`src/rtl/tlc1543_responder.sv`:
```
// Device-side TLC1543 model: shifts in a 4-bit address, shifts out the previous result, times EOC.
// Latency: pin edges act 4 clk_in cycles after they occur; EOC stays low CONV_CYCLES cycles per conversion.
// Backpressure: none; the controller must respect IOCLK phase >= 4 cycles and must not start a frame during a conversion.
module tlc1543_responder #(
  parameter int unsigned CONV_CYCLES = 2100
) (
  input  logic         clk_in,
  input  logic         reset,
  input  logic [109:0] ain,
  input  logic         CS_n,
  input  logic         IOCLK,
  input  logic         ADDR,
  output logic         DOUT,
  output logic         dout_en,
  output logic         EOC,
  output logic         conv_done,
  output logic [3:0]   last_addr
);

  typedef enum logic [1:0] {
    S_IDLE    = 2'd0,
    S_SHIFT   = 2'd1,
    S_CONVERT = 2'd2,
    S_LOCKED  = 2'd3
  } state_t;

  localparam logic [15:0] LP_CNT_LOAD = 16'(CONV_CYCLES - 1);

  // Synchronizer stages (s1, s2), edge register (e) and its previous value (d).
  logic r_cs_s1, r_cs_s2, r_cs_e, r_cs_d;
  logic r_ck_s1, r_ck_s2, r_ck_e, r_ck_d;
  logic r_ad_s1, r_ad_s2, r_ad_e;
  logic [2:0] r_warm;

  state_t     r_state, w_state_nxt;
  logic [3:0] r_bit_cnt;
  logic [3:0] r_addr_sr;
  logic [9:0] r_shift_out;
  logic [9:0] r_result;
  logic [15:0] r_cnt;
  logic       r_eoc;
  logic       r_conv_done;
  logic [3:0] r_last_addr;

  logic w_armed;
  logic w_cs_fall, w_cs_rise, w_ck_rise, w_ck_fall;
  logic w_start, w_addr_shift, w_out_shift, w_go_conv, w_latch;
  logic [9:0] w_code;
  logic [6:0] w_idx;

  // Bring the asynchronous controller pins into clk_in and keep one extra stage for edge detection.
  always_ff @(posedge clk_in or posedge reset) begin
    if (reset) begin
      r_cs_s1 <= 1'b1; r_cs_s2 <= 1'b1; r_cs_e <= 1'b1; r_cs_d <= 1'b1;
      r_ck_s1 <= 1'b0; r_ck_s2 <= 1'b0; r_ck_e <= 1'b0; r_ck_d <= 1'b0;
      r_ad_s1 <= 1'b0; r_ad_s2 <= 1'b0; r_ad_e <= 1'b0;
    end else begin
      r_cs_s1 <= CS_n;  r_cs_s2 <= r_cs_s1; r_cs_e <= r_cs_s2; r_cs_d <= r_cs_e;
      r_ck_s1 <= IOCLK; r_ck_s2 <= r_ck_s1; r_ck_e <= r_ck_s2; r_ck_d <= r_ck_e;
      r_ad_s1 <= ADDR;  r_ad_s2 <= r_ad_s1; r_ad_e <= r_ad_s2;
    end
  end

  // Hold off CS_n falls until the pipeline has flushed: a pin already low at reset release is not a new frame.
  always_ff @(posedge clk_in or posedge reset) begin
    if (reset) begin
      r_warm <= 3'd0;
    end else if (r_warm != 3'd4) begin
      r_warm <= r_warm + 3'd1;
    end
  end

  assign w_armed   = (r_warm == 3'd4);
  assign w_cs_fall = r_cs_d & ~r_cs_e & w_armed;
  assign w_cs_rise = ~r_cs_d & r_cs_e;
  assign w_ck_rise = ~r_ck_d & r_ck_e;
  assign w_ck_fall = r_ck_d & ~r_ck_e;

  // FSM state register.
  always_ff @(posedge clk_in or posedge reset) begin
    if (reset) begin
      r_state <= S_IDLE;
    end else begin
      r_state <= w_state_nxt;
    end
  end

  // Next-state and datapath strobes; CS_n rise wins over a coincident IOCLK fall (abort).
  always_comb begin
    w_state_nxt  = r_state;
    w_start      = 1'b0;
    w_addr_shift = 1'b0;
    w_out_shift  = 1'b0;
    w_go_conv    = 1'b0;
    w_latch      = 1'b0;
    case (r_state)
      S_IDLE: begin
        if (w_cs_fall) begin
          w_start     = 1'b1;
          w_state_nxt = S_SHIFT;
        end
      end
      S_SHIFT: begin
        if (w_cs_rise) begin
          w_state_nxt = S_IDLE;
        end else begin
          if (w_ck_rise && (r_bit_cnt < 4'd4)) begin
            w_addr_shift = 1'b1;
          end
          if (w_ck_fall) begin
            w_out_shift = 1'b1;
            if (r_bit_cnt == 4'd9) begin
              w_go_conv   = 1'b1;
              w_state_nxt = S_CONVERT;
            end
          end
        end
      end
      S_CONVERT: begin
        if (r_cnt == 16'd0) begin
          w_latch     = 1'b1;
          w_state_nxt = r_cs_e ? S_IDLE : S_LOCKED;
        end
      end
      S_LOCKED: begin
        if (r_cs_e) begin
          w_state_nxt = S_IDLE;
        end
      end
      default: w_state_nxt = S_IDLE;
    endcase
  end

  // Result code for the latched address; 14 and 15 keep the previous result.
  always_comb begin
    w_code = r_result;
    w_idx  = {3'b000, r_last_addr} * 7'd10;
    case (r_last_addr)
      4'd11:        w_code = 10'h200;
      4'd12:        w_code = 10'h000;
      4'd13:        w_code = 10'h3FF;
      4'd14, 4'd15: w_code = r_result;
      default:      w_code = ain[w_idx +: 10];
    endcase
  end

  // Shift registers, bit counter, conversion timer and result latch.
  always_ff @(posedge clk_in or posedge reset) begin
    if (reset) begin
      r_bit_cnt   <= 4'd0;
      r_addr_sr   <= 4'd0;
      r_shift_out <= 10'd0;
      r_result    <= 10'd0;
      r_cnt       <= 16'd0;
      r_eoc       <= 1'b1;
      r_conv_done <= 1'b0;
      r_last_addr <= 4'd0;
    end else begin
      r_conv_done <= w_latch;
      if (w_start) begin
        r_bit_cnt   <= 4'd0;
        r_addr_sr   <= 4'd0;
        r_shift_out <= r_result;
      end
      if (w_addr_shift) begin
        r_addr_sr <= {r_addr_sr[2:0], r_ad_e};
      end
      if (w_out_shift) begin
        r_bit_cnt   <= r_bit_cnt + 4'd1;
        r_shift_out <= {r_shift_out[8:0], 1'b0};
      end
      if (w_go_conv) begin
        r_eoc       <= 1'b0;
        r_last_addr <= r_addr_sr;
        r_cnt       <= LP_CNT_LOAD;
      end else if ((r_state == S_CONVERT) && (r_cnt != 16'd0)) begin
        r_cnt <= r_cnt - 16'd1;
      end
      if (w_latch) begin
        r_eoc    <= 1'b1;
        r_result <= w_code;
      end
    end
  end

  // dout_en follows the CS_n stage that the FSM acts on, so DOUT never shows a stale bit.
  assign dout_en   = ~r_cs_d;
  assign DOUT      = dout_en & r_shift_out[9];
  assign EOC       = r_eoc;
  assign conv_done = r_conv_done;
  assign last_addr = r_last_addr;

endmodule

```
`config.mk`:
```
export PLATFORM = sky130hd
export DESIGN_NAME = tlc1543_responder
export DESIGN_NICKNAME = d
export VERILOG_FILES = /design/src/rtl/tlc1543_responder.sv
export SDC_FILE = /design/constraint.sdc
export NUM_CORES = 1
export LEC_CHECK = 0
export CAP_MARGIN = 25
export CORE_ASPECT_RATIO = 1.4
export CORE_MARGIN = 4
export CORE_UTILIZATION = 49
export DETAILED_ROUTE_END_ITERATION = 7
export GPL_TIMING_DRIVEN = 1
export PLACE_DENSITY = 0.79
export SETUP_SLACK_MARGIN = 0.3
export SLEW_MARGIN = 20
export SYNTH_ARGS = -nofsm -noshare
export SYNTH_HDL_FRONTEND = slang
export SYNTH_SLANG_ARGS = --single-unit
```
`constraint.sdc`:
```
create_clock -name clk_in -period 3 [get_ports clk_in]
set_clock_uncertainty 0.15 [all_clocks]
set_input_delay 0.6 -clock clk_in [delete_from_list [all_inputs] [get_ports clk_in]]
set_output_delay 0.6 -clock clk_in [all_outputs]
set_load 0.005 [all_outputs]
```
==> reports/metrics.csv <==
metric;value;unit
Num Clock Sinks;66;
top_reg_cell synth;dfrtp_1;
Avg Inst Size Synth;10.3;um^2
FFs w/ async S/R, synth;1.00;
Final GP Congestion;1.00;
Reg clk slew, reported paths;0.05;ns
routed len/inst;23.5;um
final hold viol count;0;
Final Util;0.689;
outcome;completed;
Crit path required time;3.08;ns
Psw;638;uW
# setup viols final;0;
Fillers;1001;
Max Slew Vio Count;0;
largest net degree at the start of global routing;57;
Cell Pwr Density;266;mW/mm^2
final worst slack;0.0584;ns
PortBufs;122;
number of synthesized flops with an enable pin;0;
Routed WL;23300;um
sequential cell area fraction in the yosys report;0.250;
total CTS buffers;9;
Sw Ratio;0.261;
DRT Pass-1 Iters;5;
initial antenna violation count;0;
reg2reg start;last_addr[1]$_DFFE_PP0P_;
Netlist cell types;64;
Vias/cell;6.57;
later-pin clock latency in the skew report;0.32;ns
fmax;0.340;GHz
GR Util All Layers;0.292;
worst vdd ir;341;uV
Hold Crit Depth;0;
Clock Root Buffer;clkbuf_16;
Tcrit/Tclk final;0.981;
r2r setup slk;0.06;ns
Comb power frac;0.212;
Crit path arrival time;3.03;ns
internal power;1.80;mW
layout cells sized above 1;0.337;
Seq pwr share;0.412;
first-pass GRT wire length;35700;um
initial core utilization;0.498;
Synthesized Nets;765;
Setup CP Type;reg2reg;
placed cells;952;
kind of end point of the critical path;flip-flop;
Place WS;-0.0583;ns
R2R depth;11;
Final Non-Filler Cells;993;
post-route ant nets;0;
detailed placement HPWL;17100;um
Yosys reg bits;66;
hold path startpoint;r_ck_s1$_DFF_PP0_;
Critical Path Start Type;flip-flop;
hold crit path type;reg2reg;
grt total ovfl;0;
actual slew at the worst max-slew pin;0.771;ns
area grow syn2layout;38.5;%
Syn Inst Count;641;
max-capacitance violation count;0;
RSZ-0062 raised after global routing;yes;
vias after detailed routing;6523;
die area;0.0155;mm^2
Clk pwr share;0.376;
CTS H-Tree Depth;3;
CTS tree;yes;
I/O pins;123;
yosys warns;0;
crit path max fanout;7;
Die H;146;um
Worst slew margin;0.484;
FP Rows;50;
chip width;106;um
Core Region;0.0133;mm^2
number of nets in the layout;930;
Reg2Reg Capture Point;r_result[6]$_DFFE_PP0P_;
Clock Path Buffers;2;
# diodes;0;
Final Total Pwr;2.44;mW
Hold Path End;r_ck_s2$_DFF_PP0_;
DRC Markers;0;
Leak;3.42;nW
vias in the first global route;6652;
Period minus WS final;2.94;ns
Initial DRC Count;610;
synthesized area;0.00663;mm^2
==> cell usage after synthesis (4+ instances only) <==
library cell / count / area share
or3_2: 4 / 0.0045
and3_1: 4 / 0.0038
xor2_1: 5 / 0.0066
nand2b_1: 8 / 0.0075
xnor2_1: 12 / 0.016
a22o_1: 7 / 0.0092
dfstp_2: 5 / 0.020
clkbuf_1: 19 / 0.011
inv_1: 18 / 0.010
dfrtp_1: 61 / 0.23
o22ai_1: 11 / 0.010
or3_1: 5 / 0.0047
mux4_2: 84 / 0.29
buf_2: 17 / 0.013
nor2_1: 46 / 0.026
or4_1: 7 / 0.0079
o211ai_1: 11 / 0.012
o21ai_0: 24 / 0.018
a21oi_1: 20 / 0.015
mux2i_1: 34 / 0.051
mux2_2: 23 / 0.039
a31oi_1: 7 / 0.0066
a22oi_1: 16 / 0.018
nand3b_1: 4 / 0.0045
buf_4: 4 / 0.0045
nand3_1: 17 / 0.013
nand4_1: 4 / 0.0038
nor4_1: 7 / 0.0066
buf_1: 9 / 0.0051
ha_1: 8 / 0.015
nor2b_1: 7 / 0.0066
nor3_1: 10 / 0.0075
nand2_1: 76 / 0.043
==> area by class of cell <==
cell class              count  area (um^2)  area share
inverters                  19         71.3     0.00776
multi-input cells         505         4920       0.535
flip-flops and latches     66         1670       0.181
clock inverters             5         31.3     0.00340
well taps                 182          228      0.0248
repair buffers            205         2040       0.222
clock buffers              11          233      0.0253
==> kinds of logic after synthesis <==
group / after synthesis / share of synthesized area
AOI/OAI and AO/OA: 131 / 0.137
muxes: 141 / 0.376
and+or+nand+nor: 207 / 0.150
adders and majority gates: 9 / 0.0181
xor gates and xnor gates: 17 / 0.0225
buffers and inverters: 70 / 0.0464
DFF: 66 / 0.250
==> flip-flops by register name, indices dropped and copies added, names as in the netlist, 2 cells and up <==
name	flops
last_addr	4
r_cnt	16
r_shift_out	10
r_state	2
r_bit_cnt	4
r_result	10
r_warm	3
r_addr_sr	4
==> cell usage in the layout (no fill, tap or decap), drive strengths merged, types with 4 or more instances in the layout <==
cell type	count
mux2	23
clkdlybuf4s50	122
nand4	4
nor2b	7
dfrtp	61
mux2i	34
ha	8
mux4	84
buf	78
o211ai	11
nand2	76
xor2	5
a31oi	7
inv	18
nor3	10
nand2b	8
clkbuf	14
a21oi	21
clkinv	5
dfstp	5
a22oi	16
a22o	7
nor2	46
or3	9
or4	7
nand3	17
nor4	8
and3	4
o22ai	11
o21ai	25
xnor2	12
nand3b	4
==> metrics by stage <==
| stage | setup TNS (ns) | hold WS, ns | cell area [um^2] |
|---|---|---|---|
| after floorplan | 0 | 0.181 | 6710 |
| after global placement | 0 | 0.186 | 8390 |
| after detailed placement | -0.0941 | 0.192 | 8390 |
| after CTS | 0 | 0.202 | 8830 |
| after global routing | -0.124 | 0.205 | 9190 |
| final | 0 | 0.199 | 9190 |
==> critical path: stages, from the launching register on <==
cell,delay [ns]
dfrtp_4,0.48
ha_4,0.28
ha_4,0.12
inv_2,0.03
fa_2,0.66
buf_8,0.17
nor2b_4,0.14
buf_4,0.17
a32oi_1,0.11
o211ai_1,0.14
o2111ai_1,0.17
a21oi_1,0.22
==> routing by layer <==
layer / GRT usage / wire, um / share of wire
met2: 0.513 / 12400 / 0.53
met5: 0 / 0 / 0
met4: 0.153 / 1220 / 0.052
met3: 0.0417 / 1500 / 0.064
met1: 0.341 / 8140 / 0.35
==> power by group through the flow <==
stage	clock [mW]	combinational, mW	sequential (mW)
after detailed placement	0	0.503	1.02
after global placement	0	0.488	1.01
final	0.919	0.517	1.01
after global routing	0.967	0.552	1.01
after floorplan	0	0.238	0.999
after CTS	0.931	0.505	1.00
==> how the worst max path moves through the flow <==
stage / from / end / slack (ns) / cells past startpoint
floorplan: last_addr[3]$_DFFE_PP0P_ / r_result[0]$_DFFE_PP0P_ / 0.23 / 10
global placement: last_addr[1]$_DFFE_PP0P_ / r_result[2]$_DFFE_PP0P_ / 0.001 / 9
detailed placement: last_addr[1]$_DFFE_PP0P_ / r_result[2]$_DFFE_PP0P_ / -0.06 / 9
CTS: last_addr[1]$_DFFE_PP0P_ / r_result[0]$_DFFE_PP0P_ / 0.14 / 10
global route: last_addr[1]$_DFFE_PP0P_ / r_result[6]$_DFFE_PP0P_ / -0.04 / 11
finish: last_addr[1]$_DFFE_PP0P_ / r_result[6]$_DFFE_PP0P_ / 0.06 / 11
==> what timing repair did <==
action	CTS	global route
buffers inserted	4	16
hold buffers	0	0
gates resized for setup	13	46
gates cloned	2	3
setup endpoints to repair	14	19
pin swaps	3	28
Note: power is estimated with default switching activity, not from simulation.
